File: src/rtl/ifu_param.sv
//==============================================================================
// Module   : ifu_param
// Purpose  : Instruction fetch unit for a single-cycle MIPS-style datapath.
//            Holds the byte PC and selects the next PC from sequential,
//            branch, J-type jump or jump-register sources, with stall,
//            a registered pc_valid and a sticky misalignment flag.
// Options  : IFU_RAS_EN - adds a circular return-address stack (call/ret).
// Revision : 1.0 - initial release
//==============================================================================
`default_nettype none

module ifu_param #(
  parameter int                    ADDR_WIDTH   = 32,
  parameter logic [ADDR_WIDTH-1:0] RESET_VECTOR = '0,
  parameter int                    RAS_DEPTH    = 4
) (
  input  logic                  clk,
  input  logic                  rst_n,
  input  logic                  i_stall,
  input  logic                  i_branch,
  input  logic [15:0]           i_imm16,
  input  logic                  i_jump,
  input  logic [25:0]           i_target_instr,
  input  logic                  i_jr,
  input  logic [ADDR_WIDTH-1:0] i_jr_target,
  input  logic                  i_call,
  input  logic                  i_ret,
  output logic [ADDR_WIDTH-1:0] o_pc,
  output logic [ADDR_WIDTH-3:0] o_pc_word,
  output logic [ADDR_WIDTH-1:0] o_link_addr,
  output logic                  o_pc_valid,
  output logic                  o_misalign_err,
  output logic                  o_ras_empty,
  output logic                  o_ras_overflow
);

  localparam logic [ADDR_WIDTH-1:0] c_FOUR = ADDR_WIDTH'(4);

  logic [ADDR_WIDTH-1:0] r_pc;
  logic                  r_pc_valid;
  logic                  r_misalign;

  logic [ADDR_WIDTH-1:0] w_pc_plus4;
  logic [ADDR_WIDTH-1:0] w_branch_target;
  logic [ADDR_WIDTH-1:0] w_jump_target;
  logic [ADDR_WIDTH-1:0] w_pc_next;
  logic                  w_adv;
  logic                  w_misalign;
  logic                  w_push;
  logic                  w_pop;
  logic                  w_ret_take;
  logic                  w_call_ok;
  logic [ADDR_WIDTH-1:0] w_ras_pop_val;

  // Only a valid, unstalled PC advances; the first edge after reset only raises valid.
  assign w_adv           = r_pc_valid & ~i_stall;
  assign w_pc_plus4      = r_pc + c_FOUR;
  assign w_branch_target = w_pc_plus4 + ADDR_WIDTH'({{18{i_imm16[15]}}, i_imm16, 2'b00});

  // J-type target keeps the pc+4 region bits only when the PC is wider than 28 bits.
  generate
    if (ADDR_WIDTH > 28) begin : g_jump_wide
      assign w_jump_target = {w_pc_plus4[ADDR_WIDTH-1:28], i_target_instr, 2'b00};
    end else begin : g_jump_narrow
      assign w_jump_target = ADDR_WIDTH'({i_target_instr, 2'b00});
    end
  endgenerate

  // Next-PC priority select: ret > jr > jump > branch > sequential.
  always_comb begin
    w_pc_next  = w_pc_plus4;
    w_misalign = 1'b0;
    w_push     = 1'b0;
    w_pop      = 1'b0;
    if (w_ret_take) begin
      w_pc_next = w_ras_pop_val;
      w_pop     = 1'b1;
    end else if (i_jr) begin
      w_pc_next  = {i_jr_target[ADDR_WIDTH-1:2], 2'b00};
      w_misalign = |i_jr_target[1:0];
    end else if (i_jump) begin
      w_pc_next = w_jump_target;
      w_push    = w_call_ok;
    end else if (i_branch) begin
      w_pc_next = w_branch_target;
    end
  end

  // PC, valid and sticky misalignment flag.
  always_ff @(posedge clk) begin
    if (!rst_n) begin
      r_pc       <= RESET_VECTOR;
      r_pc_valid <= 1'b0;
      r_misalign <= 1'b0;
    end else if (!r_pc_valid) begin
      r_pc_valid <= 1'b1;
    end else if (!i_stall) begin
      r_pc <= w_pc_next;
      if (w_misalign) begin
        r_misalign <= 1'b1;
      end
    end
  end

`ifdef IFU_RAS_EN
  localparam int c_PTR_W = (RAS_DEPTH > 1) ? $clog2(RAS_DEPTH) : 1;
  localparam int c_CNT_W = c_PTR_W + 1;

  logic [ADDR_WIDTH-1:0] r_ras_mem [RAS_DEPTH];
  logic [c_PTR_W-1:0]    r_ras_top;   // next slot to write
  logic [c_CNT_W-1:0]    r_ras_cnt;
  logic                  r_ras_ovf;
  logic [c_PTR_W-1:0]    w_top_m1;
  logic                  w_ras_full;

  assign w_top_m1      = r_ras_top - c_PTR_W'(1);
  assign w_ras_full    = (r_ras_cnt == c_CNT_W'(RAS_DEPTH));
  assign w_ras_pop_val = r_ras_mem[w_top_m1];
  // An empty stack lets ret fall through to the lower-priority sources.
  assign w_ret_take    = i_ret & (r_ras_cnt != '0);
  assign w_call_ok     = i_call;

  // Stack storage: a push on a full stack overwrites the oldest slot naturally.
  always_ff @(posedge clk) begin
    if (rst_n && w_adv && w_push) begin
      r_ras_mem[r_ras_top] <= w_pc_plus4;
    end
  end

  // Stack pointer, occupancy and sticky overflow.
  always_ff @(posedge clk) begin
    if (!rst_n) begin
      r_ras_top <= '0;
      r_ras_cnt <= '0;
      r_ras_ovf <= 1'b0;
    end else if (w_adv) begin
      if (w_pop) begin
        r_ras_top <= w_top_m1;
        r_ras_cnt <= r_ras_cnt - c_CNT_W'(1);
      end else if (w_push) begin
        r_ras_top <= r_ras_top + c_PTR_W'(1);
        if (w_ras_full) begin
          r_ras_ovf <= 1'b1;
        end else begin
          r_ras_cnt <= r_ras_cnt + c_CNT_W'(1);
        end
      end
    end
  end

  assign o_ras_empty    = (r_ras_cnt == '0);
  assign o_ras_overflow = r_ras_ovf;
`else
  assign w_ret_take     = 1'b0;
  assign w_call_ok      = 1'b0;
  assign w_ras_pop_val  = '0;
  assign o_ras_empty    = 1'b1;
  assign o_ras_overflow = 1'b0;

  logic w_unused_ras;
  assign w_unused_ras = ^{i_call, i_ret, w_push, w_pop};
`endif

  assign o_pc           = r_pc;
  assign o_pc_word      = r_pc[ADDR_WIDTH-1:2];
  assign o_link_addr    = w_pc_plus4;
  assign o_pc_valid     = r_pc_valid;
  assign o_misalign_err = r_misalign;

endmodule

`default_nettype wire

File: config.mk
export PLATFORM = sky130hd
export DESIGN_NAME = ifu_param
export DESIGN_NICKNAME = d
export VERILOG_FILES = /design/src/rtl/ifu_param.sv
export SDC_FILE = /design/constraint.sdc
export NUM_CORES = 1
export LEC_CHECK = 0
export CORE_MARGIN = 2
export CORE_UTILIZATION = 40
export CTS_CLUSTER_DIAMETER = 100
export DETAILED_ROUTE_END_ITERATION = 16
export PLACE_DENSITY = 0.78
export SLEW_MARGIN = 20
export SYNTH_ARGS = -nofsm -noshare
export SYNTH_HDL_FRONTEND = slang
export SYNTH_SLANG_ARGS = --single-unit
File: constraint.sdc
create_clock -name clk -period 3.35 [get_ports clk]
set_input_delay 0.67 -clock clk [delete_from_list [all_inputs] [get_ports clk]]
set_output_delay 0.67 -clock clk [all_outputs]
set_load 0.1 [all_outputs]
==> summary.md, run 1 <==
| Metric | Value |
|---|---|
| Total number of clock tree sinks | `32` |
| Worst clock skew | `0.01105 ns` |
| Max_cap viols | `0` |
| Violation count after the first detailed-routing iteration | `344` |
| Later-pin clock latency in the skew report | `0.29 ns` |
| Non-filler cells, final | `997` |
| Final Max Tran Viols | `0` |
| Placed Instances | `975` |
| Root buf cell | `clkbuf_8` |
| Detail Placement HPWL | `13750 um` |
| Share of power burned in registers | `0.183` |
| Fraction of power spent switching nets | `0.5192` |
| Peak VDD IR | `0.2368 mV` |
| Setup repair after global routing missed its margin | `true` |
| Main combinational cell family by area after synthesis | `compound AO/OA/AOI/OAI gates` |
| Die Ht | `108.4 um` |
| Violated checks | `negative setup slack` |
| Final routed wirelength across all metal layers | `17920 um` |
| Crit path capture type | `register` |
| Global-route wire length before repair | `27220 um` |
| Area used by multi-input combinational logic | `4312 sq um` |
| Hold violation total from the final report | `0` |
| Switching component of the power | `1.246 mW` |
| Average size of a mapped cell | `7.211 sq um` |
| Cell type with the highest aggregate area in the netlist | `dfxtp_1` |
| Final worst path period share | `1.084` |
| Synth top area cells | `dfxtp_1, ha_1, a21oi_1, xnor2_1, buf_4` |
| Post-synthesis cell area | `4363 sq um` |
| Total routing usage reported by global routing | `0.2944` |
| Met3 GRT Util | `0.03376` |
| Antenna violations before repair | `1` |
| Number of global-route vias before repair | `5579` |
| H-tree depth | `2` |
| Share of synthesized cell area in and, or, nand and nor gates | `0.2217` |
| Starting density of the core | `0.4060` |
| Total of flip-flops plus latches after synthesis | `32` |
| Chip width | `108.4 um` |
| Count of antenna-violating nets left after detailed routing | `0` |
| Post-synthesis cell type count | `63` |
| Number of antenna diodes | `0` |
| Pin slew with the least headroom to its limit | `0.6712 ns` |
| Floorplan Core Area | `10750 sq um` |
| FP Rows | `38` |
| Layout cells sized above 1 | `0.4259` |
| Clock buffer depth | `2` |
| Number of design rule violations left after detail routing | `0` |
| Number of primary I/O pins | `180` |
| Via total after detailed routing | `5642` |
| Type of the tightest min-delay check | `reg2reg` |
| Detailed-route wire length per cell | `17.97 um` |
| Cells after synthesis | `605` |
| Xor and xnor fraction of the mapped netlist area | `0.1061` |
| Complex-gate fraction of the synthesized area | `0.2922` |
| Utilization after layout | `0.7457` |
| Signal arrival time at the worst endpoint | `3.82 ns` |
| Last weighted congestion value of the routability-driven placer | `0.9679` |
| Clock-pin slew on the worst setup and hold paths | `0.07 ns` |
| Final WS setup | `-0.2808 ns` |
| Outcome | `finished with violations` |
| Largest net degree at the start of global routing | `38` |
| Part of the power in the clock network | `0.122` |
| Most instantiated flip-flop cell in the synthesis netlist | `dfxtp_1` |
| TritonCTS clock tree | `built` |
| Count of flip-flops with a built-in enable after synthesis | `0` |
| Floorplan die area | `11760 sq um` |
| GR met2 Demand/Resource | `0.5156` |
| Largest fanout of any net on the critical path | `4` |
| Async set or reset register ratio after synthesis | `0` |
| Data required time at the worst endpoint | `3.54 ns` |
| Minimum clock period after layout | `3.631 ns` |
| Area growth syn-to-layout | `83.65%` |
| Fraction of synthesized area in multiplexers | `0.02065` |
| Portion of total power attributed to combinational logic | `0.695` |
| Met1 demand-to-capacity share in global routing | `0.3705` |
| Worst Setup Start Kind | `register` |
| Relative slew slack | `0.5505` |
| Power density over the cells | `299.5 nW/um^2` |
| Internal Pwr Total | `1.154 mW` |
| Overflow left after global routing | `0` |
| Number of nets in the layout | `975` |
| Length of the first detailed-routing pass in iterations | `5` |
| Static Leakage | `3.646 nW` |
| Total power draw | `2.400 mW` |
| Synthesis warning total | `0` |
| Most Used Layer, Global Route | `met2` |
| Sequential fraction of the synthesis area | `0.1468` |
| Number of port buffers | `171` |
| Worst hold margin | `0.5040 ns` |
| Layout filler cell count | `821` |
| Proportion of netlist area held by the largest area contributor | `0.1468` |
| TritonCTS buffer count | `5` |
| Seq. cell area | `696.9 sq um` |
| DR vias/cell | `5.659` |
| Final setup vio count | `8` |
| Adder-cell area share of the yosys netlist | `0.1078` |
| Critical path class | `reg2reg` |
| Top achievable clock speed | `275.4 MHz` |
| Hold buffer count at CTS | `0` |
-- flip-flops by register name, summed over array words and instances, names as in the netlist --
name	count
o_misalign_err	1
o_pc	30
o_pc_valid	1
-- power by group through the flow --
stage,logic [mW],clock network (mW),registers (mW)
after floorplan,0.881,0,0.643
after global placement,1.53,0,0.443
after detailed placement,1.55,0,0.446
after CTS,1.59,0.297,0.438
after global routing,1.74,0.315,0.443
final,1.67,0.293,0.439
-- through the flow --
| stage | worst slack [ns] | setup TNS (ns) | instance area [sq um] |
|---|---|---|---|
| final | -0.2808 | -1.244 | 8013 |
| after detailed placement | -0.4579 | -4.826 | 7408 |
| after CTS | -0.2163 | -1.072 | 7679 |
| after floorplan | -0.8407 | -9.528 | 5085 |
| after global placement | -0.4028 | -4.133 | 7408 |
| after global routing | -0.4140 | -2.946 | 8013 |
-- final cells by class --
cell class / instances / share of cell area
multi-input combinational: 497 / 0.5381
clock inverter: 1 / 0.0004685
tap: 140 / 0.02186
timing repair buffer: 307 / 0.3365
inverter: 13 / 0.006558
sequential: 32 / 0.08698
clock buffer: 7 / 0.009525
-- final timing paths --
| check | end | cells past startpoint | slack [ns] | startpoint |
|---|---|---|---|---|
| max reg2reg | o_pc[27] | 16 | -0.28 | o_pc[2] |
| max | o_pc[27] | 16 | -0.28 | o_pc[2] |
| min reg2reg | o_misalign_err | 1 | 0.50 | o_misalign_err |
| min | o_misalign_err | 1 | 0.50 | o_misalign_err |
-- synth_stat cells (3+ instances only) --
master / count
inv_1: 11
nand2b_1: 4
xor2_1: 20
nor3_1: 9
a22o_1: 3
o21bai_1: 4
a211oi_1: 8
and3_1: 10
nand4_1: 11
a21oi_1: 65
a31oi_1: 8
buf_4: 36
buf_2: 3
and4_1: 5
o21a_1: 5
buf_1: 3
and2_1: 4
mux2i_1: 9
o211ai_1: 18
dfxtp_1: 32
o21ai_0: 39
ha_1: 36
nand2_1: 58
nor2_1: 50
a21o_1: 18
clkbuf_1: 24
nand3_1: 23
xnor2_1: 31
nor2b_1: 4
nand3b_1: 3
o211a_1: 7
a221oi_1: 4
-- cell usage in the layout, fill, tap and decap left out, types with 11 or more instances in the layout --
master           Yosys  final
o21ai_0             39     23
a21oi_2              0     12
o211ai_1            18     18
o21ai_1              1     13
ha_1                36     20
dfxtp_1             32     13
a21o_1              18     18
nand2_1             58     55
a21oi_1             65     48
nand3_1             23     17
clkdlybuf4s50_1      0     77
xnor2_4              0     14
dfxtp_4              0     13
nand4_1             11     11
xnor2_1             31     11
buf_4               36    207
ha_4                 0     14
nor2_1              50     42
buf_12               0     13
-- worst max-delay path, stage by stage (launching register included) --
cell and delay [ns]:
dfxtp_4 0.37, ha_4 0.14, and4_4 0.26, nand3_4 0.13, nor2_4 0.18, xor2_4 0.20, ha_4 0.25, a21oi_4 0.16
o21ai_1 0.13, a21oi_2 0.28, a31oi_4 0.16, a2111o_1 0.43, a31oi_1 0.23, xnor2_1 0.14, mux2i_1 0.16, o21ai_1 0.10
a22o_1 0.21
-- cell families after synthesis --
group,after synthesis
XOR/XNOR,52
multiplexers,9
adder cells (fa/ha/maj),37
AO/OA/AOI/OAI,199
buffers and inverters,80
other,2
flip-flops,32
AND/OR/NAND/NOR,194
-- per-layer routing --
metal	share of wire	up-vias	wire, um
li1	-	2668	-
met1	0.41	2677	7394
met2	0.49	249	8845
met3	0.063	46	1124
met4	0.030	2	545
met5	0.00045	-	8
-- repair_timing --
action,in CTS,in global routing
resized for setup,28,57
endpoints found under the setup margin,18,26
buffers inserted,7,9
pin swaps,18,43
(Power assumes the default switching activity.)
==> run 2, diff against run 1 <==
--- a/config.mk
+++ b/config.mk
@@ -14,3 +14,4 @@
 export SYNTH_ARGS = -nofsm -noshare
 export SYNTH_HDL_FRONTEND = slang
 export SYNTH_SLANG_ARGS = --single-unit
+export TNS_END_PERCENT = 100
==> results of run 2 <==
Same layout as run 1: the final DEF is identical, and so are final timing and power.
